**config.mk**
```make
export PLATFORM = sky130hd
export DESIGN_NAME = register32_burst_reader
export DESIGN_NICKNAME = d
export VERILOG_FILES = /design/src/rtl/register_read_pkg.sv /design/src/rtl/register32_burst_reader_mux8_32.sv /design/src/rtl/register32_burst_reader.sv
export SDC_FILE = /design/constraint.sdc
export NUM_CORES = 1
export LEC_CHECK = 0
export BUFFER_PORTS_ARGS = -buffer_cell sky130_fd_sc_hd__buf_2
export CORE_AREA = 3 3 118 120
export CTS_CLUSTER_SIZE = 16
export DETAILED_ROUTE_END_ITERATION = 10
export DIE_AREA = 0 0 121 123
export GPL_TIMING_DRIVEN = 0
export PLACE_DENSITY = 0.67
export SLEW_MARGIN = 30
export SYNTH_ARGS = -nofsm -noshare
export SYNTH_HDL_FRONTEND = slang
export SYNTH_HIERARCHICAL = 1
export SYNTH_SLANG_ARGS = --single-unit
```
**constraint.sdc**
```tcl
create_clock -name clk -period 1.98 [get_ports clk]
set_input_delay 0.099 -clock clk [delete_from_list [all_inputs] [get_ports clk]]
set_output_delay 0.099 -clock clk [all_outputs]
set_load 0.01 [all_outputs]
```
**src/rtl/register_read_pkg.sv**
```systemverilog
// Shared constants, FSM state type and address helper for the register-file
// burst reader.
package register_read_pkg;

  localparam int DATA_W   = 32;
  localparam int NUM_REGS = 8;
  localparam int ADDR_W   = 3;

  typedef enum logic {
    IDLE = 1'b0,
    RUN  = 1'b1
  } rd_state_t;

  // Register indices wrap modulo NUM_REGS (7 -> 0).
  function automatic logic [ADDR_W-1:0] next_addr(input logic [ADDR_W-1:0] addr);
    return ADDR_W'(addr + 1'b1);
  endfunction

endpackage

```
**src/rtl/register32_burst_reader_mux8_32.sv**
```systemverilog
// Combinational 8:1 word select over the register file output buses.
module mux8_32
  import register_read_pkg::*;
(
  input  logic [ADDR_W-1:0] sel,
  input  logic [DATA_W-1:0] d_in0,
  input  logic [DATA_W-1:0] d_in1,
  input  logic [DATA_W-1:0] d_in2,
  input  logic [DATA_W-1:0] d_in3,
  input  logic [DATA_W-1:0] d_in4,
  input  logic [DATA_W-1:0] d_in5,
  input  logic [DATA_W-1:0] d_in6,
  input  logic [DATA_W-1:0] d_in7,
  output logic [DATA_W-1:0] q
);

  always_comb begin
    q = d_in0;
    case (sel)
      3'd0:    q = d_in0;
      3'd1:    q = d_in1;
      3'd2:    q = d_in2;
      3'd3:    q = d_in3;
      3'd4:    q = d_in4;
      3'd5:    q = d_in5;
      3'd6:    q = d_in6;
      3'd7:    q = d_in7;
      default: q = d_in0;
    endcase
  end

endmodule

```
**src/rtl/register32_burst_reader.sv**
```systemverilog
// Burst reader for the 8x32 register file: takes (start, count-1) commands and
// streams registered word snapshots over valid/ready with a last flag.
module register32_burst_reader
  import register_read_pkg::*;
(
  input  logic              clk,
  input  logic              reset,
  input  logic              cmd_valid,
  output logic              cmd_ready,
  input  logic [ADDR_W-1:0] cmd_addr,
  input  logic [ADDR_W-1:0] cmd_len,
  input  logic [DATA_W-1:0] d_in0,
  input  logic [DATA_W-1:0] d_in1,
  input  logic [DATA_W-1:0] d_in2,
  input  logic [DATA_W-1:0] d_in3,
  input  logic [DATA_W-1:0] d_in4,
  input  logic [DATA_W-1:0] d_in5,
  input  logic [DATA_W-1:0] d_in6,
  input  logic [DATA_W-1:0] d_in7,
  output logic              rd_valid,
  input  logic              rd_ready,
  output logic [DATA_W-1:0] rd_data,
  output logic [ADDR_W-1:0] rd_addr,
  output logic              rd_last,
  output logic              busy
);

  rd_state_t         state;
  logic [ADDR_W-1:0] cur_addr;
  logic [ADDR_W-1:0] remaining;
  logic [ADDR_W-1:0] sel_addr;
  logic [DATA_W-1:0] sel_data;
  logic              accept;
  logic              handshake;

  assign cmd_ready = (state == IDLE) && !reset;
  assign accept    = cmd_valid && cmd_ready;
  assign handshake = rd_valid && rd_ready;

  // In IDLE the first word comes straight from the command address; in RUN the
  // mux already looks one word ahead so a handshake can reload in the same edge.
  assign sel_addr = (state == IDLE) ? cmd_addr : next_addr(cur_addr);

  mux8_32 u_mux (
    .sel   (sel_addr),
    .d_in0 (d_in0),
    .d_in1 (d_in1),
    .d_in2 (d_in2),
    .d_in3 (d_in3),
    .d_in4 (d_in4),
    .d_in5 (d_in5),
    .d_in6 (d_in6),
    .d_in7 (d_in7),
    .q     (sel_data)
  );

  always_ff @(posedge clk) begin
    if (reset) begin
      state     <= IDLE;
      cur_addr  <= '0;
      remaining <= '0;
      rd_valid  <= 1'b0;
      rd_data   <= '0;
      rd_addr   <= '0;
      rd_last   <= 1'b0;
      busy      <= 1'b0;
    end else begin
      case (state)
        IDLE: begin
          if (accept) begin
            state     <= RUN;
            busy      <= 1'b1;
            cur_addr  <= sel_addr;
            remaining <= cmd_len;
            rd_data   <= sel_data;
            rd_addr   <= sel_addr;
            rd_last   <= (cmd_len == '0);
            rd_valid  <= 1'b1;
          end
        end
        RUN: begin
          if (handshake) begin
            if (rd_last) begin
              // rd_data/rd_addr keep the final word for anyone still looking.
              state    <= IDLE;
              busy     <= 1'b0;
              rd_valid <= 1'b0;
              rd_last  <= 1'b0;
            end else begin
              cur_addr  <= sel_addr;
              remaining <= ADDR_W'(remaining - 1'b1);
              rd_data   <= sel_data;
              rd_addr   <= sel_addr;
              rd_last   <= (remaining == ADDR_W'(1));
            end
          end
        end
        default: state <= IDLE;
      endcase
    end
  end

endmodule

```
==> impl_metrics.xml <==
<?xml version="1.0" encoding="UTF-8"?>
<metrics>
  <group name="floorplan">
    <metric name="core_region_area" unit="um^2">13100</metric>
    <metric name="floorplan.initialDensity" unit="%">30.6</metric>
    <metric name="fp.dieW" unit="um">121</metric>
    <metric name="die-height" unit="um">123</metric>
    <metric name="io-pin-count" unit="">305</metric>
    <metric name="floorplan.die_area" unit="um^2">14900</metric>
    <metric name="row_count" unit="">42</metric>
  </group>
  <group name="drt">
    <metric name="vias_per_cell" unit="">5.39</metric>
    <metric name="num_vias" unit="">5560</metric>
    <metric name="drt_iter0_markers" unit="">380</metric>
    <metric name="route.final.wire_length" unit="um">21300</metric>
    <metric name="dr_pass1_iterations" unit="">5</metric>
    <metric name="route.antenna.remaining_nets" unit="">0</metric>
    <metric name="detail_route.drc_violations" unit="">0</metric>
    <metric name="drt-wirelength-per-cell" unit="um">20.7</metric>
  </group>
  <group name="timing">
    <metric name="finalWorstSetupSlack" unit="ns">-0.228</metric>
    <metric name="finalHoldViolCount" unit="">0</metric>
    <metric name="setup_violations" unit="">32</metric>
    <metric name="fin_worst_skew" unit="ns">0.00882</metric>
    <metric name="fin_crit" unit="ns">2.21</metric>
    <metric name="maxSlewHeadroom" unit="%">47.7</metric>
    <metric name="worst_tran_pin_value" unit="ns">0.784</metric>
    <metric name="rsz0062_at_grt" unit="">true</metric>
    <metric name="timing.fmax" unit="MHz">453</metric>
    <metric name="timing.final.max_slew_violations" unit="">0</metric>
    <metric name="finalCritPeriodShare" unit="%">112</metric>
  </group>
  <group name="worst_setup_path">
    <metric name="crit_type" unit="">reg -&gt; reg</metric>
    <metric name="crit-reg2reg-launch" unit="">cur_addr[1]</metric>
    <metric name="reg2reg_to" unit="">rd_data[7]</metric>
    <metric name="cp_data_arrival_time" unit="ns">2.35</metric>
    <metric name="worstRegToRegCells" unit="">8</metric>
    <metric name="reg2reg_slack" unit="ns">-0.23</metric>
    <metric name="cp.required" unit="ns">2.12</metric>
    <metric name="critical_path_peak_fanout" unit="">6</metric>
    <metric name="timing.critical_path.to_type" unit="">register</metric>
    <metric name="crit_path_start_kind" unit="">register</metric>
  </group>
  <group name="global_route">
    <metric name="grt_first_pass_wirelength" unit="um">30600</metric>
    <metric name="grt_use_total" unit="%">26.8</metric>
    <metric name="grt-ovfl-total" unit="">0</metric>
    <metric name="grt_antenna_before_repair" unit="">1</metric>
    <metric name="grt_max_degree" unit="">13</metric>
    <metric name="grt_pass1_vias" unit="">5490</metric>
  </group>
  <group name="synthesis">
    <metric name="post-synth-top-area-fraction" unit="%">20.5</metric>
    <metric name="synth_top_flop_cell" unit="">dfxtp_1</metric>
    <metric name="syn_inst" unit="">518</metric>
    <metric name="ys.warnings.count" unit="">6</metric>
    <metric name="synth_top_cell_by_area" unit="">dfxtp_1</metric>
    <metric name="syn_area_per_cell" unit="um^2">7.73</metric>
    <metric name="synth_area_leaders" unit="">dfxtp_1 20%, a22oi_1 9.9%, mux2_2 8.2%</metric>
    <metric name="synth-async-reset-ratio" unit="%">0</metric>
    <metric name="mapped_nets" unit="">787</metric>
    <metric name="synth_sequential_area_ratio" unit="%">20.5</metric>
    <metric name="synth_cell_types" unit="">50</metric>
    <metric name="synth-edff-count" unit="">0</metric>
    <metric name="netlist_area" unit="um^2">4010</metric>
    <metric name="ys_seq_elements" unit="">41</metric>
  </group>
  <group name="clocking">
    <metric name="tritoncts" unit="">done</metric>
    <metric name="htree_num_levels" unit="">2</metric>
    <metric name="tritoncts_num_sinks" unit="">41</metric>
    <metric name="num_cts_buffers" unit="">5</metric>
    <metric name="clk-insertion-delay-late" unit="ns">0.28</metric>
    <metric name="hold_buffers_post_cts" unit="">0</metric>
    <metric name="clk_path_buf_depth" unit="">2</metric>
    <metric name="clkSlewWorstSetupHoldPaths" unit="ns">0.06</metric>
    <metric name="clk_root_buffer_cell" unit="">clkbuf_16</metric>
  </group>
  <group name="hold_path">
    <metric name="hold-path-cell-count" unit="">3</metric>
    <metric name="holdCritStartpoint" unit="">cmd_len[1]</metric>
    <metric name="hold_class" unit="">in -&gt; reg</metric>
    <metric name="whs_endpoint" unit="">remaining[1]</metric>
  </group>
  <group name="cells_and_area">
    <metric name="area_delta_synth_final" unit="%">70.8</metric>
    <metric name="most_frequent_standard_cell_in_the_layout_excluding_fill_and_tap_cells" unit="">buf_2</metric>
    <metric name="final-instance-count-excl-fill" unit="">1031</metric>
    <metric name="nNetsFinal" unit="">1124</metric>
    <metric name="drive_gt1_share" unit="%">60.0</metric>
    <metric name="layout.area.seq" unit="um^2">827</metric>
    <metric name="design_area" unit="um^2">6840</metric>
    <metric name="most_frequent_cells_in_the_layout" unit="">312 x buf_2, 46 x a22oi_1, 38 x dfxtp_1</metric>
    <metric name="multiInputGateArea" unit="um^2">3210</metric>
    <metric name="filler_cell_count" unit="">1287</metric>
    <metric name="num_antenna_cells" unit="">0</metric>
  </group>
  <group name="pwr">
    <metric name="pwr-share-comb" unit="%">53.9</metric>
    <metric name="seqPwrFrac" unit="%">23.4</metric>
    <metric name="worst_ir_drop_vdd" unit="mV">0.547</metric>
    <metric name="power.share.switching" unit="%">36.0</metric>
    <metric name="switching_power" unit="mW">1.45</metric>
    <metric name="powerDensity" unit="nW/um^2">586</metric>
    <metric name="power_frac_clock" unit="%">22.7</metric>
    <metric name="leakage" unit="nW">3.06</metric>
    <metric name="intPower" unit="mW">2.57</metric>
  </group>
  <group name="place">
    <metric name="placed_cells_incl_taps" unit="">997</metric>
    <metric name="placedInstanceArea" unit="um^2">5780</metric>
    <metric name="detailedPlacementHpwl" unit="um">16000</metric>
    <metric name="placement.io_buffers" unit="">303</metric>
    <metric name="gp_congestion" unit="">0.875</metric>
  </group>
  <group name="status">
    <metric name="violations" unit="">setup timing</metric>
    <metric name="status" unit="">finished with violations</metric>
  </group>
  <group name="run">
    <metric name="cap_viol_max_count" unit="">0</metric>
  </group>
</metrics>
sequential cells by signal, summed over array words and instances (netlist names):
name and flops:
rd_data 32, cur_addr 3, remaining 3, busy 1, rd_last 1, state 1
cell families after synthesis:
logic type	Yosys count	share of synthesized area [%]
compound gates	226	39.1
buf+inv	70	9.21
flops	41	20.5
mux	38	11.3
fa+ha+maj	3	0.937
xor+xnor	1	0.219
simple gates	139	18.7
power by group through the flow:
stage                     sequential, mW  clock, mW  combinational [mW]
after floorplan                    0.983          0               0.992
after global placement             0.953          0                1.72
after detailed placement           0.956          0                1.72
after CTS                          0.939      0.930                2.10
after global routing               0.949      0.965                2.31
final                              0.941      0.911                2.16
worst max-delay path by stage:
stage,start,to,slack [ns],depth (start not counted)
3_3_place_gp,state,rd_data[25],-0.80,10
4_1_cts,cur_addr[0],rd_data[6],-0.22,12
2_1_floorplan,cur_addr[1],rd_data[5],-0.02,9
3_5_place_dp,state,rd_data[25],-0.81,10
6_report,cur_addr[1],rd_data[7],-0.23,8
5_1_grt,cur_addr[0],rd_data[12],-0.28,12
cell usage after synthesis (2+ instances only):
| master | count |
|---|---|
| a22oi_1 | 53 |
| dfxtp_1 | 41 |
| a21oi_1 | 40 |
| nand3_1 | 36 |
| buf_2 | 34 |
| nand2b_1 | 34 |
| nor2_1 | 34 |
| mux2_2 | 29 |
| a31oi_1 | 27 |
| a21bo_2 | 25 |
| o211ai_1 | 25 |
| o21ai_0 | 19 |
| o21ai_1 | 17 |
| clkbuf_1 | 16 |
| nand2_1 | 13 |
| inv_1 | 8 |
| mux2i_1 | 6 |
| a221oi_1 | 4 |
| buf_4 | 4 |
| buf_6 | 4 |
| nand4b_1 | 4 |
| and4b_1 | 3 |
| ha_1 | 3 |
| mux4_2 | 3 |
| o2bb2ai_1 | 3 |
| o32a_1 | 3 |
| a31o_1 | 2 |
| and3b_1 | 2 |
| clkbuf_2 | 2 |
| nor3_1 | 2 |
| nor3b_1 | 2 |
| o22ai_1 | 2 |
worst max-delay path: stages (launching register included):
cell	delay (ns)
dfxtp_2	0.34
ha_4	0.24
mux2_4	0.32
buf_8	0.15
or3_4	0.43
buf_8	0.19
o32a_1	0.21
o21ai_1	0.10
a21oi_1	0.08
timing repair:
action                     4_1_cts  5_1_grt
pin swaps                       31       28
buffers inserted                25        2
setup endpoints to repair       32       32
gates cloned                     4        1
gates resized for setup        140       38
metal layers:
metal  track usage [%]  wire length, um  part of all wire, %  up-vias
li1                  -                -                    -     2652
met1              31.7             8250                   39     2571
met2              49.1            10700                   50      293
met3              5.67             1690                  7.9       42
met4              7.44              626                  2.9        2
met5                 0               13                0.061        -
per-stage QoR:
step	TNS (ns)	utilization (%)	hold WS (ns)	power, mW	setup slack (ns)
5_1_grt	-6.75	52.3	0.211	4.22	-0.276
3_3_place_gp	-16.96	44.2	0.449	2.67	-0.797
6_report	-4.48	52.3	0.202	4.01	-0.228
2_1_floorplan	-0.185	-	0.315	1.98	-0.0220
4_1_cts	-4.99	51.4	0.186	3.97	-0.218
3_5_place_dp	-17.47	44.2	0.452	2.68	-0.806
cell type report:
| cell class | count | share of cell area [%] |
|---|---|---|
| Clock inverter | 2 | 0.512 |
| Clock buffer | 5 | 1.83 |
| Multi-Input combinational cell | 408 | 46.9 |
| Buffer | 59 | 8.50 |
| Tap cell | 176 | 3.22 |
| Timing Repair Buffer | 332 | 26.5 |
| Sequential cell | 41 | 12.1 |
| Inverter | 8 | 0.439 |
Note: power is estimated with default switching activity, not from simulation.
